--- config.mk ---
export PLATFORM = sky130hd
export DESIGN_NAME = cv32e40px_mw_fifo
export DESIGN_NICKNAME = d
export VERILOG_FILES = /design/src/rtl/cv32e40px_mw_fifo.sv
export SDC_FILE = /design/constraint.sdc
export NUM_CORES = 1
export LEC_CHECK = 0
export BUFFER_PORTS_ARGS = -buffer_cell sky130_fd_sc_hd__buf_2
export CAP_MARGIN = 20
export CELL_PAD_IN_SITES_DETAIL_PLACEMENT = 1
export CELL_PAD_IN_SITES_GLOBAL_PLACEMENT = 2
export CORE_UTILIZATION = 36
export CTS_BUF_LIST = sky130_fd_sc_hd__clkbuf_8
export DETAILED_ROUTE_END_ITERATION = 7
export PLACE_DENSITY = 0.67
export SLEW_MARGIN = 15
export SYNTH_ARGS = -nofsm -noshare
export SYNTH_HDL_FRONTEND = slang
export SYNTH_SLANG_ARGS = --single-unit
--- constraint.sdc ---
create_clock -name clk_i -period 4.5 [get_ports clk_i]
set_clock_uncertainty 0.15 [all_clocks]
set_input_delay 0.9 -clock clk_i [delete_from_list [all_inputs] [get_ports clk_i]]
set_output_delay 0.9 -clock clk_i [all_outputs]
set_load 0.005 [all_outputs]
--- src/rtl/cv32e40px_mw_fifo.sv ---
// Multi-wide FIFO for the prefetch/aligner path: up to PUSH_W in, POP_W out per cycle.
// Optional watermarks built only with `define CV32E40PX_MW_FIFO_WATERMARK_EN.
module cv32e40px_mw_fifo #(
  parameter int unsigned DATA_WIDTH = 32,
  parameter int unsigned DEPTH      = 8,
  parameter int unsigned PUSH_W     = 2,
  parameter int unsigned POP_W      = 2,
  parameter int unsigned AFULL_TH   = DEPTH - 2,
  parameter int unsigned AEMPTY_TH  = 1,
  localparam int unsigned ADDR_W    = $clog2(DEPTH),
  localparam int unsigned CNT_W     = $clog2(DEPTH + 1),
  localparam int unsigned PSH_W     = $clog2(PUSH_W + 1),
  localparam int unsigned POP_CW    = $clog2(POP_W + 1)
) (
  input  logic                              clk_i,
  input  logic                              rst_ni,
  input  logic                              flush_i,
  input  logic                              flush_but_first_i,
  input  logic [PSH_W-1:0]                  push_cnt_i,
  input  logic [PUSH_W-1:0][DATA_WIDTH-1:0] data_i,
  input  logic [POP_CW-1:0]                 pop_cnt_i,
  output logic [POP_W-1:0][DATA_WIDTH-1:0]  data_o,
  output logic [POP_W-1:0]                  valid_o,
  output logic [CNT_W-1:0]                  cnt_o,
  output logic [CNT_W-1:0]                  free_o,
  output logic                              full_o,
  output logic                              empty_o,
  output logic                              almost_full_o,
  output logic                              almost_empty_o,
  output logic                              overflow_o,
  output logic                              underflow_o
);

  localparam logic [ADDR_W:0]  DEPTH_P = (ADDR_W+1)'(DEPTH);
  localparam logic [CNT_W-1:0] DEPTH_C = CNT_W'(DEPTH);

  logic [DEPTH-1:0][DATA_WIDTH-1:0] mem_q;
  logic [ADDR_W-1:0] rptr_q, wptr_q;
  logic [CNT_W-1:0]  cnt_q;
  logic [CNT_W-1:0]  free;
  logic [CNT_W-1:0]  acc_push, acc_pop;
  logic              push_ok, pop_ok;
  logic              any_flush;
  logic              flush_all;

  // Operands never exceed DEPTH, so one conditional subtract wraps exactly.
  function automatic logic [ADDR_W-1:0] wrap_add(
    input logic [ADDR_W-1:0] p,
    input logic [ADDR_W:0]   n
  );
    logic [ADDR_W:0] s;
    s = {1'b0, p} + n;
    if (s >= DEPTH_P) s = s - DEPTH_P;
    return s[ADDR_W-1:0];
  endfunction

  assign free      = DEPTH_C - cnt_q;
  assign any_flush = flush_i | flush_but_first_i;
  assign flush_all = flush_i | (flush_but_first_i & (cnt_q == '0));

  assign push_ok = (push_cnt_i <= PSH_W'(PUSH_W)) &&
                   (CNT_W'(push_cnt_i) <= free);
  assign pop_ok  = (CNT_W'(pop_cnt_i) <= cnt_q);

  assign acc_push = push_ok ? CNT_W'(push_cnt_i) : '0;
  assign acc_pop  = pop_ok  ? CNT_W'(pop_cnt_i)  : '0;

  assign overflow_o  = ~any_flush & ~push_ok;
  assign underflow_o = ~any_flush & ~pop_ok;

  always_ff @(posedge clk_i or negedge rst_ni) begin
    if (!rst_ni) begin
      mem_q  <= '0;
      rptr_q <= '0;
      wptr_q <= '0;
      cnt_q  <= '0;
    end else if (flush_all) begin
      rptr_q <= '0;
      wptr_q <= '0;
      cnt_q  <= '0;
    end else if (flush_but_first_i) begin
      wptr_q <= wrap_add(rptr_q, (ADDR_W+1)'(1));
      cnt_q  <= CNT_W'(1);
    end else begin
      if (push_ok) begin
        for (int i = 0; i < PUSH_W; i++) begin
          if (PSH_W'(i) < push_cnt_i)
            mem_q[wrap_add(wptr_q, (ADDR_W+1)'(i))] <= data_i[i];
        end
        wptr_q <= wrap_add(wptr_q, (ADDR_W+1)'(push_cnt_i));
      end
      if (pop_ok)
        rptr_q <= wrap_add(rptr_q, (ADDR_W+1)'(pop_cnt_i));
      cnt_q <= cnt_q + acc_push - acc_pop;
    end
  end

  for (genvar k = 0; k < POP_W; k++) begin : g_rd
    assign data_o[k]  = mem_q[wrap_add(rptr_q, (ADDR_W+1)'(k))];
    assign valid_o[k] = (CNT_W'(k) < cnt_q);
  end

  assign cnt_o   = cnt_q;
  assign free_o  = free;
  assign full_o  = (cnt_q == DEPTH_C);
  assign empty_o = (cnt_q == '0);

`ifdef CV32E40PX_MW_FIFO_WATERMARK_EN
  assign almost_full_o  = (cnt_q >= CNT_W'(AFULL_TH));
  assign almost_empty_o = (cnt_q <= CNT_W'(AEMPTY_TH));
`else
  assign almost_full_o  = 1'b0;
  assign almost_empty_o = 1'b0;
`endif

endmodule

Yosys cells after proc, flatten, opt, wreduce, memory -nomap -nowiden --
Index checks and enable logic that the tools add are counted.
Word-level totals: register bits after elaboration 266, bits of input ports 72, output and inout port bits 80, logic and storage cells 102
Operators by class: add/subtract/negate cells 13, order comparisons 19, equality and inequality tests 2, mux-type cells 39, bitwise operators 10, reduce and logical (&&, ||, !) cells 8
Operators by type and width (count):
- $mux 256 | 5
- $bwmux 256 | 2
- $bmux 32 s3 | 2
- $demux 32 s3 | 2
- $mux 32 | 4
- $mux 3 | 20
- $sub 3x1->3 const B | 6
- $ge 4x4->1 const B | 4
- $lt 3x4->1 const B | 4
- $add 3x1->4 const B | 2
- $add 3x2->4 | 2
- $ge 3x4->1 const B | 2
- $le 2x4->1 | 2
- $lt 1x4->1 const A | 2
- $mux 4 | 2
- $ge 3x1->1 const B | 2
- $not 1->1 | 5
- $add 4x2->4 | 1
- $eq 4x4->1 const B | 1
- $logic_not 4->1 | 1
- $lt 1x2->1 const A | 2
- $mux 2 | 2
- $sub 4x2->4 | 1
- $sub 4x4->4 const A | 1
- 9 further kinds | 14

Longest topological paths before layout --
Gate-level depths: netlist of the first run.
word-level depth 17, depth in mapped cells 16, gate-level depth less buffers 15

Worst setup path before layout of the first run --
No wires, ideal clock.
kind input port to flip-flop, start input push_cnt_i[0], end register cnt_q[3] (netlist: cnt_o[3]), setup time 0.119 ns, arrival time 3.361 ns, required time 4.231 ns, setup slack 0.870 ns, stages 13, buffers on the path 1, cell sequence inv_1 > ha_1 > a221oi_2 > buf_4 > nand2_1 > nand3_1 > fa_1 > inv_1 > ha_1 > a21o_1 > a21oi_1 > xnor2_1 > nor2_1
Between the ends: cells in the longest elaborated chain, start to end 7, elaborated cells on any way between the ends 8, those cells by class 2 x add/sub; 2 x order compare; 3 x mux; 1 x reduce/logical
Ends and longest elaborated chain:
- start: declaration | RTL line 19 | input logic [PSH_W-1:0] push_cnt_i,
- $le 2x4->1 / $le 2x2->1 (equally long branches) | RTL line 62, 61
- $logic_and 1x1->1 | RTL line 61 | assign push_ok = (push_cnt_i <= PSH_W'(PUSH_W)) &&
- $mux 2 * | RTL line 65 | assign acc_push = push_ok ? CNT_W'(push_cnt_i) : '0;
- $add 4x2->4 * | RTL line 94 | cnt_q <= cnt_q + acc_push - acc_pop;
- $sub 4x2->4 * | RTL line 94
- $mux 4 * | RTL line 81 | end else if (flush_but_first_i) begin
- $mux 4 * | RTL line 77 | end else if (flush_all) begin
- end signal: assignment | RTL line 94
- end: declaration | RTL line 39 | logic [CNT_W-1:0] cnt_q;
Every way passes the cells marked *; elsewhere a longest branch is shown, timed or not. A chain may end at the register's enable or synchronous reset.

==> results of run 1 <==
==> final timing paths <==
check | from | endpoint | slack, ns | cells past startpoint
worst max-delay path | rptr_q[0] | data_o[63] | 0.43 | 4
worst min-delay path | rst_ni | mem_q[217] | 0.04 | 1
worst max register to register | cnt_o[0] | cnt_o[3] | 0.86 | 15
worst min register to register | mem_q[193] | mem_q[193] | 0.39 | 1
max in group asynchronous | rst_ni | mem_q[5] | 3.09 | 2
min in group clk_i | mem_q[193] | mem_q[193] | 0.39 | 1
==> logic make-up (layout without fill, tap and decap cells) <==
kind of cell	Yosys count	after routing	synth area share, %
AND/OR/NAND/NOR	57	57	1.704
buffers and inverters	227	310	6.113
multiplexers	192	192	21.34
AO/OA/AOI/OAI	550	550	29.40
flip-flops	266	266	39.42
XOR/XNOR	7	7	0.4076
other	1	5	0.02221
adder cells (fa/ha/maj)	19	19	1.586
==> cell type report <==
| cell class | instances | area, sq um | share of cell area, % |
|---|---|---|---|
| Antenna cell | 3 | 7.507 | 0.03904 |
| Clock buffer | 72 | 991.0 | 5.153 |
| Clock inverter | 25 | 187.7 | 0.9759 |
| Inverter | 18 | 67.56 | 0.3513 |
| Multi-Input combinational cell | 827 | 9298 | 48.35 |
| Sequential cell | 266 | 6665 | 34.66 |
| Tap cell | 600 | 750.7 | 3.904 |
| Timing Repair Buffer | 195 | 1264 | 6.571 |
==> state kept, by name, summed over array words and instances, names as in the netlist <==
signal / cells
mem_q: 256
wptr_q: 3
rptr_q: 3
cnt_o: 4
==> power by group <==
| group | total (W) | switching [W] | internal [W] |
|---|---|---|---|
| Combinational | 0.00624 | 0.00291 | 0.00333 |
| Clock | 0.00277 | 0.00118 | 0.00159 |
| Sequential | 0.00434 | 0.000915 | 0.00342 |
==> metal layers <==
| layer | up-vias | global-route usage [%] | part of all wire, % |
|---|---|---|---|
| met5 | - | 0 | 0 |
| met4 | 0 | 9.301 | 2.9 |
| met3 | 119 | 3.493 | 5.3 |
| met2 | 465 | 43.33 | 49 |
| met1 | 7126 | 36.01 | 43 |
| li1 | 5485 | - | - |
==> cell usage in the layout (no fill, tap or decap), drive strengths merged, types with 3 or more instances in the layout <==
cell type	synthesis	routed
nor3b	3	3
nor2b	3	3
fa	4	4
clkbuf	71	72
o22ai	256	256
inv	18	37
bufinv	0	3
buf	138	195
a211oi	8	8
a22oi	7	7
and2	4	4
a21o	3	3
xnor2	5	5
mux4	128	128
nor2	9	9
dfrtp	266	266
nand3b	3	3
ha	15	15
a21oi	5	5
diode	0	3
nand2	25	25
mux2	64	64
a2bb2oi	256	256
==> synthesized netlist by cell type, drive strengths merged, types with 2 or more instances <==
cell / count / area [sq um]
nand2b: 2 / 12.51
clkbuf: 71 / 266.5
nor3b: 3 / 22.52
nand3b: 3 / 22.52
nor2: 9 / 33.78
xor2: 2 / 25.03
o22ai: 256 / 1602
xnor2: 5 / 43.79
inv: 18 / 67.56
o221ai: 2 / 17.52
fa: 4 / 80.08
ha: 15 / 187.7
mux4: 128 / 2883
a2bb2oi: 256 / 2993
o21ai: 2 / 10.01
nor2b: 3 / 18.77
and3b: 2 / 17.52
a211oi: 8 / 137.6
mux2: 64 / 720.7
and2: 4 / 25.02
a21boi: 2 / 15.02
a21oi: 5 / 28.78
a22oi: 7 / 52.55
a21o: 3 / 22.52
buf: 138 / 698.2
nand2: 25 / 96.35
dfrtp: 266 / 6656
==> per-stage QoR <==
| step | hold WS (ns) | cells | util (%) | total power [W] | instance area [sq um] |
|---|---|---|---|---|---|
| final | 0.04198 | 2006 | 42.02 | 0.01335 | 19230 |
| after global routing | 0.06276 | 2004 | 42.00 | 0.01409 | 19230 |
| after CTS | 0.03128 | 2003 | 42.00 | 0.01344 | 19220 |
| after detailed placement | 0.3781 | 1906 | 39.42 | 0.01062 | 18040 |
| after global placement | 0.3663 | 1906 | 39.42 | 0.01044 | 18040 |
| after floorplan | 0.3565 | 1320 | - | 0.008432 | 16890 |
==> Implementation_results.wiki, run 1 <==
{| class="wikitable"
! Metric !! Value
|-
| Power density of the placed cells || 694.3 nW/um^2
|-
| Critical path endpoint category || output port
|-
| Detailed-route DRC error count || 0
|-
| Slowest cell on the critical path || sky130_fd_sc_hd__buf_12
|-
| Buffer cell driving the clock tree root || sky130_fd_sc_hd__clkbuf_8
|-
| Warnings, synthesis || 0
|-
| DR WL/cell || 31.06 um
|-
| Antenna violations before repair || 3
|-
| Cell variety after synth || 52
|-
| Peak clock frequency supported by timing || 0.2460 GHz
|-
| Count of H-tree levels built during CTS || 2
|-
| Arrival time reported for the critical path endpoint || 3.02 ns
|-
| Detailed placer's ending HPWL || 34,980 um
|-
| Area of the mapped netlist || 16,880 sq um
|-
| Layout area overhead || 13.89%
|-
| Average cell area after synthesis || 12.80 sq um
|-
| Max-capacitance violation count || 0
|-
| Critical Path, Cell by Cell || buf_12 > mux4_2 > mux2_2 > buf_2
|-
| Global placement routability congestion || 0.7495
|-
| Vertical die dimension || 218.6 um
|-
| Largest incremental delay on the critical path || 0.79 ns
|-
| Deepest clock path buffer count || 3
|-
| Outcome || finished, final reports clean
|-
| Worst Path Class, Setup || reg -> out
|-
| Class of the most critical hold timing path || in -> async
|-
| # rows || 78
|-
| Number of buffer cells added on primary ports || 149
|-
| Initial standard-cell utilization of the core || 36.89%
|-
| Total Die Area || 47,770 sq um
|-
| Final Hold Violating Endpoints || 0
|-
| Total clock sinks || 266
|-
| Post-DRT Antenna Nets || 0
|-
| Proportion of synthesized chip area in sequential cells || 39.42%
|-
| Post-detailed-routing wire length || 62,300 um
|-
| Startpoint Class || register
|-
| Primary flip-flop cell chosen by synthesis mapping || sky130_fd_sc_hd__dfrtp_1
|-
| Maximum vdd ir drop || 0.3719 mV
|-
| Clk_lat worst skew || 0.64 ns
|-
| Slew of the pin with the lowest slew margin || 1.058 ns
|-
| Count of boundary I/O pins || 152
|-
| Nets || 1,452
|-
| Worst slew margin relative to its limit || 29.45%
|-
| Number of cells upsized or downsized after cts || 0
|-
| Post-detailed-route via-to-cell ratio || 6.578
|-
| Number of CTS-inserted buffers || 53
|-
| Number of storage elements in the synthesis netlist || 266
|-
| Clock transition at the registers of the reported paths || 0.06 ns
|-
| FFs w/ async S/R, synth || 100.0%
|-
| Vias in the first global route || 14,241
|-
| Fill cells || 4,726
|-
| Unrepaired setup endpoints after global routing || false
|-
| Shortest period the worst path allows || 4.066 ns
|-
| Setup slack at placement || 0.6254 ns
|-
| Cell leakage power || 7.602 nW
|-
| GR Overflow Total || 0
|-
| Critical-path maximum fanout || 131
|-
| CTS tree || yes
|-
| CTS hold repair buffers || 0
|-
| Detailed-routing iteration count for the pre-antenna-repair pass || 5
|-
| Final TNS setup || 0 ns
|-
| Die boundary width || 218.6 um
|-
| Total buffers and inverters traversed by the critical path || 2
|-
| Final period util || 90.35%
|-
| Starting DRC count in detailed routing || 1,034
|-
| Delay-heaviest family, CP || multiplexers
|-
| Data required time at the worst endpoint || 3.45 ns
|-
| Max-slew violation count || 0
|-
| Count of flip-flops with a built-in enable after synthesis || 0
|-
| Vias post-DR || 13,195
|-
| First-pass GRT wire length || 94,320 um
|-
| Min setup slack post-route || 0.4342 ns
|-
| Count of endpoints failing setup in the final report || 0
|-
| Proportion of layout cells with a drive suffix above 1 || 43.26%
|-
| Post-synthesis instance total || 1,319
|-
| Area of the core region || 45,770 sq um
|-
| Largest net degree at the start of global routing || 132
|-
| Setup repair bufs after CTS || 0
|-
| Global Route Usage Sum || 26.52%
|}
Note: power is estimated with default switching activity, not from simulation.
==> run 2, diff against run 1 <==
--- a/constraint.sdc
+++ b/constraint.sdc
@@ -3,3 +3,3 @@
 set_input_delay 0.9 -clock clk_i [delete_from_list [all_inputs] [get_ports clk_i]]
 set_output_delay 0.9 -clock clk_i [all_outputs]
-set_load 0.005 [all_outputs]
+set_load 0.05 [all_outputs]
==> Implementation_results.wiki, run 2 (synthesis gave the netlist of run 1 again) <==
{| class="wikitable"
! Metric !! Value
|-
| Outcome || finished, final reports clean
|-
| Initial standard-cell utilization of the core || 36.89% (unchanged)
|-
| Buffer cell driving the clock tree root || sky130_fd_sc_hd__clkbuf_8
|-
| Final Hold Violating Endpoints || 0 (unchanged)
|-
| Delay-heaviest family, CP || buffers and inverters
|-
| Number of buffer cells added on primary ports || 149 (unchanged)
|-
| Max-slew violation count || 0 (unchanged)
|-
| CTS hold repair buffers || 0 (unchanged)
|-
| Clock network fraction of total power || 17.1% (-3.7 points)
|-
| Internal power consumption || 0.008284 W (-0.78%)
|-
| Deepest clock path buffer count || 3 (unchanged)
|-
| Die boundary width || 218.6 um (unchanged)
|-
| Nets || 1,464 (+0.83%)
|-
| Detailed-route DRC error count || 0 (unchanged)
|-
| Count of H-tree levels built during CTS || 2 (unchanged)
|-
| Worst Path Class, Setup || reg -> out
|-
| Largest net degree at the start of global routing || 132 (unchanged)
|-
| Detailed placer's ending HPWL || 36,180 um (+3.4%)
|-
| Total Die Area || 47,770 sq um (unchanged)
|-
| Combinational fraction of design power || 54.1% (+7.4 points)
|-
| Min setup slack post-route || 0.2918 ns (-0.1424 ns)
|-
| Antenna violations before repair || 2 (-1)
|-
| CTS tree || yes
|-
| Commonest cells after routing, fill and taps aside || 263 x sky130_fd_sc_hd__dfrtp_1, 256 x sky130_fd_sc_hd__o22ai_1, 148 x sky130_fd_sc_hd__buf_2
|-
| Slew of the pin with the lowest slew margin || 1.169 ns (+0.1107 ns)
|-
| Largest incremental delay on the critical path || 0.71 ns (-0.08 ns)
|-
| Proportion of layout cells with a drive suffix above 1 || 43.69% (+0.42 points)
|-
| Setup repair bufs after CTS || 0 (unchanged)
|-
| Data required time at the worst endpoint || 3.45 ns (about the same)
|-
| Shortest period the worst path allows || 4.208 ns (+0.1424 ns)
|-
| Max-capacitance violation count || 0 (unchanged)
|-
| Unrepaired setup endpoints after global routing || false
|-
| Layout area overhead || 14.38%
|-
| Post-detailed-route via-to-cell ratio || 6.552 (-0.39%)
|-
| Vertical die dimension || 218.6 um (unchanged)
|-
| Count of boundary I/O pins || 152 (unchanged)
|-
| Final TNS setup || 0 ns (unchanged)
|-
| Leading cell type in the layout, fill and taps excluded || sky130_fd_sc_hd__dfrtp_1
|-
| Top register by number of flip-flops || mem_q
|-
| Vias post-DR || 13,183 (-0.091%)
|-
| Startpoint Class || register
|-
| Starting DRC count in detailed routing || 946 (-8.5%)
|-
| Global Route Usage Sum || 26.38% (-0.14 points)
|-
| Total clock sinks || 266 (unchanged)
|-
| Maximum vdd ir drop || 0.4464 mV (+20%)
|-
| Area of the core region || 45,770 sq um (unchanged)
|-
| Peak clock frequency supported by timing || 0.2376 GHz (-3.4%)
|-
| Number of CTS-inserted buffers || 52 (-1.9%)
|-
| Final period util || 93.51% (+3.2 points)
|-
| Vias in the first global route || 13,946 (-2.1%)
|-
| Global placement routability congestion || 0.7689 (+2.6%)
|-
| Critical-path maximum fanout || 131 (unchanged)
|-
| Clock transition at the registers of the reported paths || 0.06 ns (about the same)
|-
| Number of cells upsized or downsized after cts || 0 (unchanged)
|-
| Critical path endpoint category || output port
|-
| Clk_lat worst skew || 0.63 ns (about the same)
|-
| First-pass GRT wire length || 93,920 um (-0.42%)
|-
| # rows || 78 (unchanged)
|-
| Cell leakage power || 7.659 nW (+0.75%)
|-
| Critical Path, Cell by Cell || buf_12 > mux4_2 > mux2_2 > buf_2
|-
| Total buffers and inverters traversed by the critical path || 2 (unchanged)
|-
| Arrival time reported for the critical path endpoint || 3.16 ns (+0.14 ns)
|-
| Slowest cell on the critical path || sky130_fd_sc_hd__buf_12
|-
| Worst slew margin relative to its limit || 22.07% (-7.4 points)
|-
| Fill cells || 4,724 (-0.042%)
|-
| DR WL/cell || 30.85 um (-0.66%)
|-
| Flop pwr share || 28.9% (-3.6 points)
|-
| Sw Ratio || 45.22% (+7.8 points)
|-
| Post-detailed-routing wire length || 62,070 um (-0.36%)
|-
| Reported net switching power || 0.006839 W (+37%)
|-
| Class of the most critical hold timing path || in -> async
|-
| Detailed-routing iteration count for the pre-antenna-repair pass || 5 (unchanged)
|-
| Setup slack at placement || 0.7852 ns (+0.1599 ns)
|-
| GR Overflow Total || 0 (unchanged)
|-
| Post-DRT Antenna Nets || 0 (unchanged)
|-
| Flip-flop count of the largest register after layout || 256 (unchanged)
|-
| Count of endpoints failing setup in the final report || 0 (unchanged)
|-
| Power density of the placed cells || 783.0 nW/um^2 (+13%)
|}
## run 2: path summary, 6_finish.rpt
| check | startpoint | endpoint | slack [ns] | cells after the start |
|---|---|---|---|---|
| hold / removal | rst_ni | mem_q[218] | 0.15 | 1 |
| setup reg to reg | cnt_o[0] | cnt_o[3] | 1.03 | 15 |
| min in group clk_i | mem_q[239] | mem_q[239] | 0.39 | 1 |
| max in group asynchronous | rst_ni | mem_q[244] | 2.98 | 3 |
| setup / recovery | rptr_q[0] | data_o[20] | 0.29 | 4 |
| hold reg to reg | mem_q[239] | mem_q[239] | 0.39 | 1 |
## run 2: metrics by stage
stage | hold slack, ns | util (%) | power (W) | instances | area [sq um]
5_1_grt | 0.2214 | 42.18 | 0.01585 | 2010 | 19310
6_report | 0.1534 | 42.20 | 0.01512 | 2012 | 19310
3_3_place_gp | 0.3674 | 39.80 | 0.01237 | 1919 | 18220
3_5_place_dp | 0.3785 | 39.80 | 0.01257 | 1919 | 18220
2_1_floorplan | 0.3565 | - | 0.01035 | 1320 | 16890
4_1_cts | 0.2075 | 42.18 | 0.01521 | 2010 | 19310
## run 2: power by group through the flow
stage	Clock [W]	Sequential (W)	Combinational (W)
after floorplan	0	0.00409	0.00627
after global placement	0	0.00430	0.00808
after detailed placement	0	0.00437	0.00820
after CTS	0.00264	0.00436	0.00821
after global routing	0.00274	0.00450	0.00862
final	0.00258	0.00437	0.00817
## run 2: final cells by class
type	count	area (sq um)	area share [%]
repair buffers	208	1436	7.437
well taps	600	750.7	3.887
multi-input cells	827	9298	48.14
diodes	2	5.005	0.02591
clock buffers	72	991.0	5.131
flip-flops and latches	266	6665	34.51
inverters	18	67.56	0.3498
clock inverters	19	100.1	0.5183
## run 2: routing by layer
metal | global-route usage, % | wire (um) | up-vias | share of wire (%)
met1 | 37.21 | 27720 | 7152 | 45
met3 | 4.120 | 3383 | 109 | 5.5
met5 | 0 | 0 | - | 0
met2 | 41.76 | 29520 | 431 | 48
met4 | 7.576 | 1445 | 0 | 2.3
li1 | - | - | 5491 | -
==> run 3, diff against run 2 <==
CTS_BUF_LIST = default   (was sky130_fd_sc_hd__clkbuf_8)
==> Implementation_results.wiki, run 3 (synthesis gave the netlist of run 1 again) <==
{| class="wikitable"
! Metric !! Value
|-
| Proportion of layout cells with a drive suffix above 1 || 42.78% (-0.90 points)
|-
| Maximum vdd ir drop || 0.4644 mV (+4.0%)
|-
| Layout area overhead || 14.66%
|-
| Final Hold Violating Endpoints || 0 (unchanged)
|-
| Sw Ratio || 44.35% (-0.87 points)
|-
| Slew of the pin with the lowest slew margin || 1.098 ns (-0.07104 ns)
|-
| Starting DRC count in detailed routing || 1,040 (+9.9%)
|-
| Largest net degree at the start of global routing || 132 (unchanged)
|-
| Total clock sinks || 266 (unchanged)
|-
| Largest incremental delay on the critical path || 0.65 ns (-0.06 ns)
|-
| Commonest cells after routing, fill and taps aside || 263 x sky130_fd_sc_hd__dfrtp_1, 256 x sky130_fd_sc_hd__o22ai_1, 148 x sky130_fd_sc_hd__buf_2
|-
| Arrival time reported for the critical path endpoint || 3.04 ns (-0.12 ns)
|-
| Dpl cells || 1,919 (unchanged)
|-
| Global placement routability congestion || 0.7689 (unchanged)
|-
| GR Overflow Total || 0 (unchanged)
|-
| Internal power consumption || 0.008559 W (+3.3%)
|-
| Leading cell type in the layout, fill and taps excluded || sky130_fd_sc_hd__dfrtp_1
|-
| Dpl cell area || 18,220 sq um (unchanged)
|-
| Area of the core region || 45,770 sq um (unchanged)
|-
| Post-route standard cell area excluding fillers || 19,360 sq um (+0.24%)
|-
| Outcome || finished, final reports clean
|-
| Count of H-tree levels built during CTS || 2 (unchanged)
|-
| Combinational fraction of design power || 53.2% (-0.9 points)
|-
| Clk_lat worst skew || 0.54 ns (-0.09 ns)
|-
| Vias post-DR || 13,110 (-0.55%)
|-
| Class of the most critical hold timing path || in -> async
|-
| Final period util || 90.90% (-2.6 points)
|-
| Top register by number of flip-flops || mem_q
|-
| Count of endpoints failing setup in the final report || 0 (unchanged)
|-
| Hold slack || 0.2432 ns (+0.08980 ns)
|-
| Detailed-routing iteration count for the pre-antenna-repair pass || 5 (unchanged)
|-
| Antenna violations before repair || 2 (unchanged)
|-
| Initial standard-cell utilization of the core || 36.89% (unchanged)
|-
| Critical Path, Cell by Cell || ha_4 > buf_4 > mux4_2 > mux2_2 > buf_2
|-
| Critical-path maximum fanout || 25 (-81%)
|-
| Number of buffer cells added on primary ports || 149 (unchanged)
|-
| Total buffers and inverters traversed by the critical path || 2 (unchanged)
|-
| Power density of the placed cells || 794.4 nW/um^2 (+1.5%)
|-
| Reported net switching power || 0.006821 W (-0.27%)
|-
| First-pass GRT wire length || 93,610 um (-0.33%)
|-
| Detailed-route DRC error count || 0 (unchanged)
|-
| Cell leakage power || 7.593 nW (-0.85%)
|-
| Clock transition at the registers of the reported paths || 0.05 ns (about the same)
|-
| Peak clock frequency supported by timing || 0.2445 GHz (+2.9%)
|-
| Combined flip-flop and latch cell area || 6665 sq um (unchanged)
|-
| Die boundary width || 218.6 um (unchanged)
|-
| Number of CTS-inserted buffers || 34 (-35%)
|-
| Detailed placer's ending HPWL || 36,180 um (unchanged)
|-
| Setup slack of the most critical reg-to-reg path || 1.00 ns (-0.03 ns)
|-
| Post-detailed-route via-to-cell ratio || 6.618 (+1.0%)
|-
| CTS tree || yes
|-
| Number of cells upsized or downsized after cts || 0 (unchanged)
|-
| Max-capacitance violation count || 0 (unchanged)
|-
| Delay-heaviest family, CP || adder cells
|-
| DR WL/cell || 31.21 um (+1.2%)
|-
| Unrepaired setup endpoints after global routing || false
|-
| Fill cells || 4,705 (-0.40%)
|-
| Vias in the first global route || 13,900 (-0.33%)
|-
| Clock network fraction of total power || 18.4% (+1.3 points)
|-
| CTS hold repair buffers || 0 (unchanged)
|-
| Nets || 1,446 (-1.2%)
|-
| Buffer cell driving the clock tree root || sky130_fd_sc_hd__clkbuf_16
|-
| Worst Path Class, Setup || reg -> out
|-
| Data required time at the worst endpoint || 3.45 ns (about the same)
|-
| Layout Cells excl Fill || 1,981 (-1.5%)
|-
| Post-detailed-routing wire length || 61,830 um (-0.39%)
|-
| Total Die Area || 47,770 sq um (unchanged)
|-
| Post-DRT Antenna Nets || 0 (unchanged)
|-
| Worst slew margin relative to its limit || 26.81% (+4.7 points)
|-
| Slowest cell on the critical path || sky130_fd_sc_hd__ha_4
|-
| Vertical die dimension || 218.6 um (unchanged)
|-
| Final TNS setup || 0 ns (unchanged)
|-
| Flop pwr share || 28.4% (-0.5 points)
|-
| Setup repair bufs after CTS || 0 (unchanged)
|-
| Global Route Usage Sum || 26.26% (-0.12 points)
|-
| Deepest clock path buffer count || 3 (unchanged)
|-
| Max-slew violation count || 0 (unchanged)
|-
| Critical path endpoint category || output port
|-
| # rows || 78 (unchanged)
|-
| Count of boundary I/O pins || 152 (unchanged)
|-
| Startpoint Class || register
|-
| Shortest period the worst path allows || 4.090 ns (-0.1177 ns)
|-
| Flip-flop count of the largest register after layout || 256 (unchanged)
|-
| Total area of multi-input combinational cells || 9298 sq um (unchanged)
|}
[run 3: worst paths after layout]
path / cells after the start / to / startpoint
worst min register to register: 1 / mem_q[251] / mem_q[251]
min in group clk_i: 1 / mem_q[251] / mem_q[251]
worst min-delay path: 1 / mem_q[218] / rst_ni
worst max register to register: 15 / cnt_o[3] / cnt_o[0]
max in group asynchronous: 3 / mem_q[246] / rst_ni
worst max-delay path: 5 / data_o[42] / rptr_q[1]
[run 3: area by class of cell]
cell class	count	area share, %
multi-input cells	827	48.03
flip-flops and latches	266	34.43
diodes	2	0.02585
inverters	18	0.3490
clock buffers	52	5.280
well taps	600	3.878
clock inverters	8	0.5946
repair buffers	208	7.419
[run 3: per-stage QoR]
stage | total power, W | setup slack [ns] | utilization, %
floorplan | 0.01035 | 0.07172 | -
global placement | 0.01237 | 0.8257 | 39.80
detailed placement | 0.01257 | 0.7852 | 39.80
CTS | 0.01546 | 0.3772 | 42.29
global route | 0.01610 | 0.2743 | 42.29
finish | 0.01538 | 0.4095 | 42.30
[run 3: power by group through the flow]
| stage | sequential, W | combinational (W) | clock, W |
|---|---|---|---|
| 5_1_grt | 0.00450 | 0.00862 | 0.00298 |
| 3_5_place_dp | 0.00437 | 0.00820 | 0 |
| 6_report | 0.00437 | 0.00818 | 0.00284 |
| 4_1_cts | 0.00435 | 0.00821 | 0.00289 |
| 3_3_place_gp | 0.00430 | 0.00808 | 0 |
| 2_1_floorplan | 0.00409 | 0.00627 | 0 |
[run 3: layer usage]
metal	vias up	track usage (%)	part of all wire [%]	wire length (um)
met5	-	0	0	0
met4	0	6.131	2.0	1226
met3	87	4.621	5.7	3539
met2	413	41.78	48	29440
met1	7155	37.09	45	27630
li1	5455	-	-	-
